### src/rtl/ucode_pkg.sv
// ucode_pkg -- shared definitions for the microcode sequencer.
//   * opcode fields and the NOP word of the target ISA
//   * macro-op encodings carried on op_sel
//   * sequencer state encoding
//   * instruction-format helpers (SUB / MOV / ADD)
package ucode_pkg;

  localparam logic [6:0]  OPC_MOV   = 7'b0000000;
  localparam logic [6:0]  OPC_ADD   = 7'b0110001;
  localparam logic [6:0]  OPC_SUB   = 7'b0110010;
  localparam logic [31:0] NOP_INSTR = {5'b11001, 27'b0};

  typedef enum logic [1:0] {
    OP_MUL = 2'b00,
    OP_MAC = 2'b01,
    OP_CLR = 2'b10,
    OP_RSV = 2'b11
  } op_t;

  typedef enum logic [2:0] {
    ST_IDLE = 3'd0,
    ST_CLR  = 3'd1,
    ST_MOV  = 3'd2,
    ST_ADD  = 3'd3,
    ST_FIN  = 3'd4
  } state_t;

  // SUB Rd,Rd,Rd -- clears the destination register.
  function automatic logic [31:0] fmt_sub(input logic [3:0] rd);
    return {OPC_SUB, rd, rd, rd, 13'b0};
  endfunction

  // MOV Rd,#0 -- seeds the accumulator before the ADD chain.
  function automatic logic [31:0] fmt_mov(input logic [3:0] rd);
    return {OPC_MOV, rd, 5'b0, 16'b0};
  endfunction

  // ADD Rd,Rd,Rs -- one step of the repeated-add multiply.
  function automatic logic [31:0] fmt_add(input logic [3:0] rd, input logic [3:0] rs);
    return {OPC_ADD, rd, rd, rs, 13'b0};
  endfunction

endpackage

### src/rtl/ucode_seq.sv
// ucode_seq -- expands MUL / MAC / CLR macro-ops into a stream of
// MOV / ADD / SUB micro-instructions.
//
// Handshakes (both sides): a transfer happens on a rising clk edge where
// valid && ready are both high. Once out_valid is raised it stays high with
// out_instr unchanged until the transfer; start_ready is high only in IDLE.
//
// Ports
//   clk, rst_n          clock, asynchronous active-low reset
//   start_valid/ready   macro-op handshake from the decoder
//   op_sel              00 MUL, 01 MAC, 10 CLR, 11 reserved
//   dest_reg/source_reg Rd / Rs addresses (latched on accept)
//   immediate           repeat count (latched on accept)
//   out_instr/valid/ready  generated instruction stream; NOP when not valid
//   busy                high outside IDLE
//   done, err           one-cycle completion pulse; err flags a reserved op
//   abort               flush request, honoured only when UCODE_ABORT_EN is
//                       defined; otherwise the port exists but is ignored
//
// Debug: the FSM state is held in state_q (type state_t) for checkers.
module ucode_seq
  import ucode_pkg::*;
#(
  parameter int IMM_W   = 16,
  parameter int INSTR_W = 32
) (
  input  logic               clk,
  input  logic               rst_n,
  input  logic               start_valid,
  output logic               start_ready,
  input  logic [1:0]         op_sel,
  input  logic [3:0]         dest_reg,
  input  logic [3:0]         source_reg,
  input  logic [IMM_W-1:0]   immediate,
  output logic [INSTR_W-1:0] out_instr,
  output logic               out_valid,
  input  logic               out_ready,
  output logic               busy,
  output logic               done,
  output logic               err,
  input  logic               abort
);

  state_t           state_q, state_d;
  logic [IMM_W-1:0] cnt_q, cnt_d;
  op_t              op_q;
  logic [3:0]       rd_q, rs_q;
  logic             accept;

`ifndef UCODE_ABORT_EN
  logic unused_abort;
  assign unused_abort = abort;
`endif

  assign start_ready = (state_q == ST_IDLE);
  assign busy        = (state_q != ST_IDLE);
  assign accept      = start_valid && start_ready;

  always_ff @(posedge clk or negedge rst_n) begin
    if (!rst_n) begin
      state_q <= ST_IDLE;
      cnt_q   <= '0;
      op_q    <= OP_MUL;
      rd_q    <= '0;
      rs_q    <= '0;
    end else begin
      state_q <= state_d;
      cnt_q   <= cnt_d;
      if (accept) begin
        op_q <= op_t'(op_sel);
        rd_q <= dest_reg;
        rs_q <= source_reg;
      end
    end
  end

  always_comb begin
    state_d   = state_q;
    cnt_d     = cnt_q;
    out_valid = 1'b0;
    out_instr = NOP_INSTR;
    done      = 1'b0;
    err       = 1'b0;

    unique case (state_q)
      ST_IDLE: begin
        if (accept) begin
          cnt_d = immediate;
          case (op_t'(op_sel))
            OP_MUL:  state_d = (immediate == '0) ? ST_CLR : ST_MOV;
            OP_MAC:  state_d = (immediate == '0) ? ST_FIN : ST_ADD;
            OP_CLR:  state_d = ST_CLR;
            default: state_d = ST_FIN;
          endcase
        end
      end
      ST_CLR: begin
        out_valid = 1'b1;
        out_instr = fmt_sub(rd_q);
        if (out_ready) state_d = ST_FIN;
      end
      ST_MOV: begin
        out_valid = 1'b1;
        out_instr = fmt_mov(rd_q);
        if (out_ready) state_d = ST_ADD;
      end
      ST_ADD: begin
        out_valid = 1'b1;
        out_instr = fmt_add(rd_q, rs_q);
        if (out_ready) begin
          // Counter holds the ADDs still to issue, including this one.
          cnt_d = cnt_q - IMM_W'(1);
          if (cnt_q == IMM_W'(1)) state_d = ST_FIN;
        end
      end
      ST_FIN: begin
        done    = 1'b1;
        err     = (op_q == OP_RSV);
        state_d = ST_IDLE;
      end
      default: state_d = ST_IDLE;
    endcase

`ifdef UCODE_ABORT_EN
    // Abort wins over any handshake: nothing is transferred this cycle.
    if (abort) begin
      state_d   = ST_IDLE;
      cnt_d     = '0;
      out_valid = 1'b0;
      out_instr = NOP_INSTR;
      done      = 1'b0;
      err       = 1'b0;
    end
`endif
  end

endmodule

### config.mk
export PLATFORM = sky130hd
export DESIGN_NAME = ucode_seq
export DESIGN_NICKNAME = d
export VERILOG_FILES = /design/src/rtl/ucode_pkg.sv /design/src/rtl/ucode_seq.sv
export SDC_FILE = /design/constraint.sdc
export NUM_CORES = 1
export LEC_CHECK = 0
export ABC_AREA = 1
export ABC_CLOCK_PERIOD_IN_PS = 1490
export CELL_PAD_IN_SITES_DETAIL_PLACEMENT = 1
export CELL_PAD_IN_SITES_GLOBAL_PLACEMENT = 1
export CORE_ASPECT_RATIO = 2
export CORE_MARGIN = 2
export CORE_UTILIZATION = 28
export CTS_CLUSTER_SIZE = 8
export DETAILED_ROUTE_END_ITERATION = 7
export HOLD_SLACK_MARGIN = 0.05
export PLACE_DENSITY_LB_ADDON = 0.1
export SETUP_SLACK_MARGIN = 0.3
export SLEW_MARGIN = 20
export SYNTH_ARGS = -nofsm -noshare
export SYNTH_HDL_FRONTEND = slang
export SYNTH_SLANG_ARGS = --single-unit
### constraint.sdc
create_clock -name clk -period 1.49 [get_ports clk]
set_clock_uncertainty 0.15 [all_clocks]
set_input_delay 0.298 -clock clk [delete_from_list [all_inputs] [get_ports clk]]
set_output_delay 0.298 -clock clk [all_outputs]
set_load 0.02 [all_outputs]
After elaboration in Yosys (flattened, before gate mapping)
Cells that the tools add are included.
{ "op_classes": {"mux": 16, "n_eq_ne": 13, "n_addsub": 1, "reduce_logical": 9} }
{ "ops": {"columns": ["cell", "n"], "rows": [
  ["case mux 32 bit (3 select lines)", 1],
  ["2-to-1 mux 16 bit", 2],
  ["case mux 16 bit (2 select lines)", 1],
  ["2-to-1 mux 3 bit", 6],
  ["== test 16 x 1 -> 1 bit, second input constant", 1],
  ["zero test 16 bit", 1],
  ["subtractor 16 x 1 -> 16 bit, second input constant", 1],
  ["case mux 3 bit (4 select lines)", 1],
  ["case mux 3 bit (3 select lines)", 1],
  ["!= test 2 bit, second input constant", 4],
  ["== test 3 x 2 -> 1 bit, second input constant", 2],
  ["AND reduction 5 bit", 1],
  ["== test 2 bit, second input constant", 2],
  ["== test 3 x 1 -> 1 bit, second input constant", 1],
  ["== test 3 bit, second input constant", 1],
  ["zero test 3 bit", 1],
  ["2-to-1 mux 1 bit", 3],
  ["AND reduction 3 bit", 1],
  ["nonzero test 3 bit", 1],
  ["OR reduction 3 bit", 1],
  ["== test 2 x 1 -> 1 bit, second input constant", 1],
  ["zero test 2 bit", 1],
  ["2-to-1 mux 2 bit", 1],
  ["!= test 2 x 1 -> 1 bit, second input constant", 1],
  ["other kinds (2)", 2]
]} }
{ "word_totals": {"out_inout_bits": 37, "wordCells": 44, "regBits": 29} }

Logic depth before layout (Yosys ltp)
{ "logic_depth": {"depth_word": 5, "mapped_depth": 10, "ltp_nobuf": 9} }

Least setup slack after synthesis
Ideal clock, no wire load.
{ "synth_path": {"path_type": "reg-to-output", "startpoint": "register state_q[2]", "endpoint": "output port out_instr[13]", "arrival_ns": 1.689, "stages_incl_launch_ff": 4, "path_slack_ns": -0.647, "n_path_buf": 0, "cell_sequence": "dfrtp_1 > nor3_1 > inv_1 > o21ai_0"} }
{ "synth_between": {"elab_chain_cells": 2} }
{ "synth_lines": {"columns": ["item", "line_no", "text"], "rows": [
  ["from (decl)", "ucode_seq.sv:44", "state_t state_q, state_d;"],
  ["from (signal assigned)", "ucode_seq.sv:67", "state_q <= state_d;"],
  ["== test 3 x 2 -> 1 bit or == test 3 x 1 -> 1 bit (tied branches)", "ucode_seq.sv:85", "unique case (state_q)"],
  ["case mux 32 bit (3 select lines) *", "ucode_seq.sv:85", null],
  ["to (decl)", "ucode_seq.sv:35", "output logic [INSTR_W-1:0] out_instr,"]
]} }
Every way passes the cells marked *; elsewhere a longest branch is shown, timed or not.

Worst setup path in the final report
{ "layout_path": {"startpoint": "register state_q[1]", "endpoint": "output port out_instr[13]"} }
Same word-level chain as after synthesis.

==> load_flow_metrics.sql <==
INSERT INTO impl_metrics (metric_group, metric, value, unit) VALUES
('synthesis', 'post_synth_main_area_contributors', 'dfrtp_1 (36%), nand2_1 (14%), nor2_1 (13%)', ''),
('cells_and_area', 'final_cell_count_no_fill', '508', ''),
('critical_path', 'timing.critical_path.cells', 'inv_2 > nor3_4 > buf_6 > buf_6 > nand2_2 > o21ai_2 > buf_6', ''),
('clocking', 'clk_root_buffer_cell', 'clkbuf_16', ''),
('grt', 'grt_start_max_net_pins', '30', ''),
('run', 'drv_cap', '0', ''),
('placement', 'place_inst', '481', ''),
('synthesis', 'synth.avg_cell_area', '6.655', 'µm²'),
('detailed_routing', 'drt.antenna.violating_nets', '0', ''),
('clocking', 'clk_transition_reported_paths', '0.05', 'ns'),
('synthesis', 'dominantRegCellSynth', 'dfrtp_1', ''),
('power_and_ir_drop', 'power_density', '2291', 'nW/µm²'),
('clocking', 'cts_buffer_depth', '2', ''),
('die', 'start_util', '28.86', '%'),
('synthesis', 'synth_compound_area_share', '11.43', '%'),
('synthesis', 'synth_top_area_cell', 'dfrtp_1', ''),
('synthesis', 'synth.distinct_cells', '29', ''),
('synthesis', 'yosys.area_share.adder', '1.249', '%'),
('grt', 'grt_pass1_wl', '11290', 'µm'),
('detailed_routing', 'post_drt_wl_per_cell', '14.23', 'µm'),
('timing', 'fmax', '520.9', 'MHz'),
('synthesis', 'dominant_combinational_cell_family_by_area_after_synthesis', 'simple AND/OR/NAND/NOR gates', ''),
('detailed_routing', 'drt_pass1_iterations', '4', ''),
('placement', 'placement.cell_area', '3029', 'µm²'),
('synthesis', 'synth_top_cell_area_share', '36.23', '%'),
('synthesis', 'proportion_of_synthesized_chip_area_in_sequential_cells', '36.23', '%'),
('critical_path', 'cpPeakStageDelay', '0.38', 'ns'),
('synthesis', 'synthesis.yosys.warnings', '0', ''),
('power_and_ir_drop', 'ir_drop', '1549', 'µV'),
('detailed_routing', 'viasPerCell', '4.510', ''),
('cells_and_area', 'drive_above_1_share', '35.17', '%'),
('grt', 'number_of_global_route_vias_before_repair', '2395', ''),
('die', 'die_width', '63.81', 'µm'),
('detailed_routing', 'route.final.wire_length', '7231', 'µm'),
('critical_path', 'crit_path_top_delay_cell', 'dfrtp_1', ''),
('outcome', 'status', 'finished with violations', ''),
('die', 'core_area', '6940', 'µm²'),
('die', 'core.rowCount', '43', ''),
('detailed_routing', 'drc', '0', ''),
('cells_and_area', 'antenna_cells_inserted', '0', ''),
('clocking', 'tritoncts', 'yes', ''),
('synthesis', 'synth.most_common_cell', 'nand2_1', ''),
('clocking', 'postCtsHoldBufs', '0', ''),
('synthesis', 'synthMuxAreaShare', '2.249', '%'),
('die', 'ioPinCount', '68', ''),
('critical_path', 'crit_top_cell', 'buf_6', ''),
('synthesis', 'postSynthRegisterBits', '29', ''),
('timing', 'finalHoldViolations', '0', ''),
('timing', 'fin_ws', '-0.4299', 'ns'),
('cells_and_area', 'final_design_area_no_fill', '3558', 'µm²'),
('die', 'die_h', '123.6', 'µm'),
('outcome', 'failed_checks', 'negative setup slack', ''),
('grt', 'grt_antenna_before_repair', '0', ''),
('timing', 'final_min_period_over_clock_period', '128.9', '%'),
('synthesis', 'yosys.area_share.xor_xnor', '0.8745', '%'),
('clocking', 'htreeDepth', '2', ''),
('critical_path', 'cp-end-kind', 'output port', ''),
('hold_path', 'min_path_type', 'in2async', ''),
('critical_path', 'data_required_time_of_the_critical_path', '1.04', 'ns'),
('clocking', 'cts.sink_count', '29', ''),
('synthesis', 'synth_async_sr_flop_share', '100.0', '%'),
('grt', 'grt_usage', '18.89', '%'),
('timing', 'post-route-min-period', '1.920', 'ns'),
('critical_path', 'critPathLaunchType', 'register', ''),
('timing', 'setup_viol_count_final', '52', ''),
('placement', 'gpl.final_weighted_congestion', '0.7413', ''),
('cells_and_area', 'area.growth.synth_to_final', '77.64', '%'),
('placement', 'detailed_place_hpwl', '5216', 'µm'),
('critical_path', 'worst-path-max-fanout', '3', ''),
('placement', 'io_buffer_count', '52', ''),
('synthesis', 'postSynthCellCount', '301', '');
worst max-delay path, delay by kind of cell (launching register included):
kind / cells / cell delay (ns)
and+or+nand+nor: 2 / 0.31
DFF: 1 / 0.38
buffers and inverters: 4 / 0.44
AOI/OAI and AO/OA: 1 / 0.06
worst paths after layout:
check,from,to,slack [ns],depth (start not counted)
min,rst_n,cnt_q[2],0.23,2
min in group clk,cnt_q[5],cnt_q[5],0.35,2
max in group asynchronous,rst_n,state_q[2],0.77,2
max reg2reg,state_q[1],cnt_q[9],-0.35,10
min reg2reg,cnt_q[5],cnt_q[5],0.35,2
max,state_q[1],out_instr[13],-0.43,7
layout make-up:
class	count	area, µm²	area share [%]
multi-input combinational	231	1241	34.88
timing repair buffer	120	1194	33.54
sequential	29	726.9	20.43
clock buffer	7	142.6	4.008
inverter	31	141.4	3.973
tap	90	112.6	3.165
sequential cells by signal, summed over array words and instances, names as in the netlist:
name,flops
cnt_q,16
op_q,2
rd_q,4
rs_q,4
state_q,3
report_power, final:
| group | total [W] | internal [W] | leakage [nW] | switching [W] |
|---|---|---|---|---|
| logic | 0.00566 | 0.00276 | 1.30 | 0.00290 |
| registers | 0.00146 | 0.00118 | 0.341 | 0.000288 |
| clock network | 0.00103 | 0.000656 | 0.0700 | 0.000377 |
logic make-up (layout without fill, tap and decap cells):
family,Yosys count,in the layout
and+or+nand+nor,165,165
buffers and inverters,54,158
AOI/OAI and AO/OA,44,44
DFF,29,29
muxes,4,4
adders and majority gates,2,2
xor gates and xnor gates,2,2
other,1,14
layer usage:
| layer | GRT usage, % | share of wire, % | up-vias |
|---|---|---|---|
| met2 | 38.48 | 60 | 60 |
| met5 | 0 | 0 | - |
| met1 | 18.36 | 34 | 1081 |
| met4 | 6.929 | 1.6 | 0 |
| met3 | 2.981 | 4.3 | 7 |
| li1 | - | - | 1143 |
placed cells by master, fill, tap and decap left out, types with 2 or more instances in the layout:
master,count
xor2_1,2
nor3_4,2
dfrtp_1,28
o22ai_1,2
o21ai_1,13
mux2_2,4
o21ai_4,3
buf_12,4
o21ai_2,3
nand2_1,68
nor2_2,5
inv_6,2
o21ai_0,10
nand3_1,11
inv_4,3
conb_1,14
clkdlybuf4s50_1,29
a21oi_1,7
nor2_1,58
a21oi_2,3
ha_1,2
inv_1,22
buf_6,34
nor2_4,9
clkbuf_16,7
inv_2,3
nand2_8,2
nand2_4,3
nand2_2,4
buf_4,50
timing repair:
item / in CTS / in global routing
buffers inserted: 9 / 9
hold endpoints to repair: 0 / 0
pin swaps: 6 / 4
endpoints found under the setup margin: 52 / 52
resized for setup: 163 / 24
cloned: 0 / 2
per-stage QoR:
stage | hold slack (ns) | total power, W
4_1_cts | 0.2357 | 0.007640
6_report | 0.2284 | 0.008152
3_3_place_gp | 0.3312 | 0.005833
5_1_grt | 0.2552 | 0.008729
3_5_place_dp | 0.3433 | 0.005923
2_1_floorplan | -0.1476 | 0.004121
Note: power is estimated with default switching activity, not from simulation.
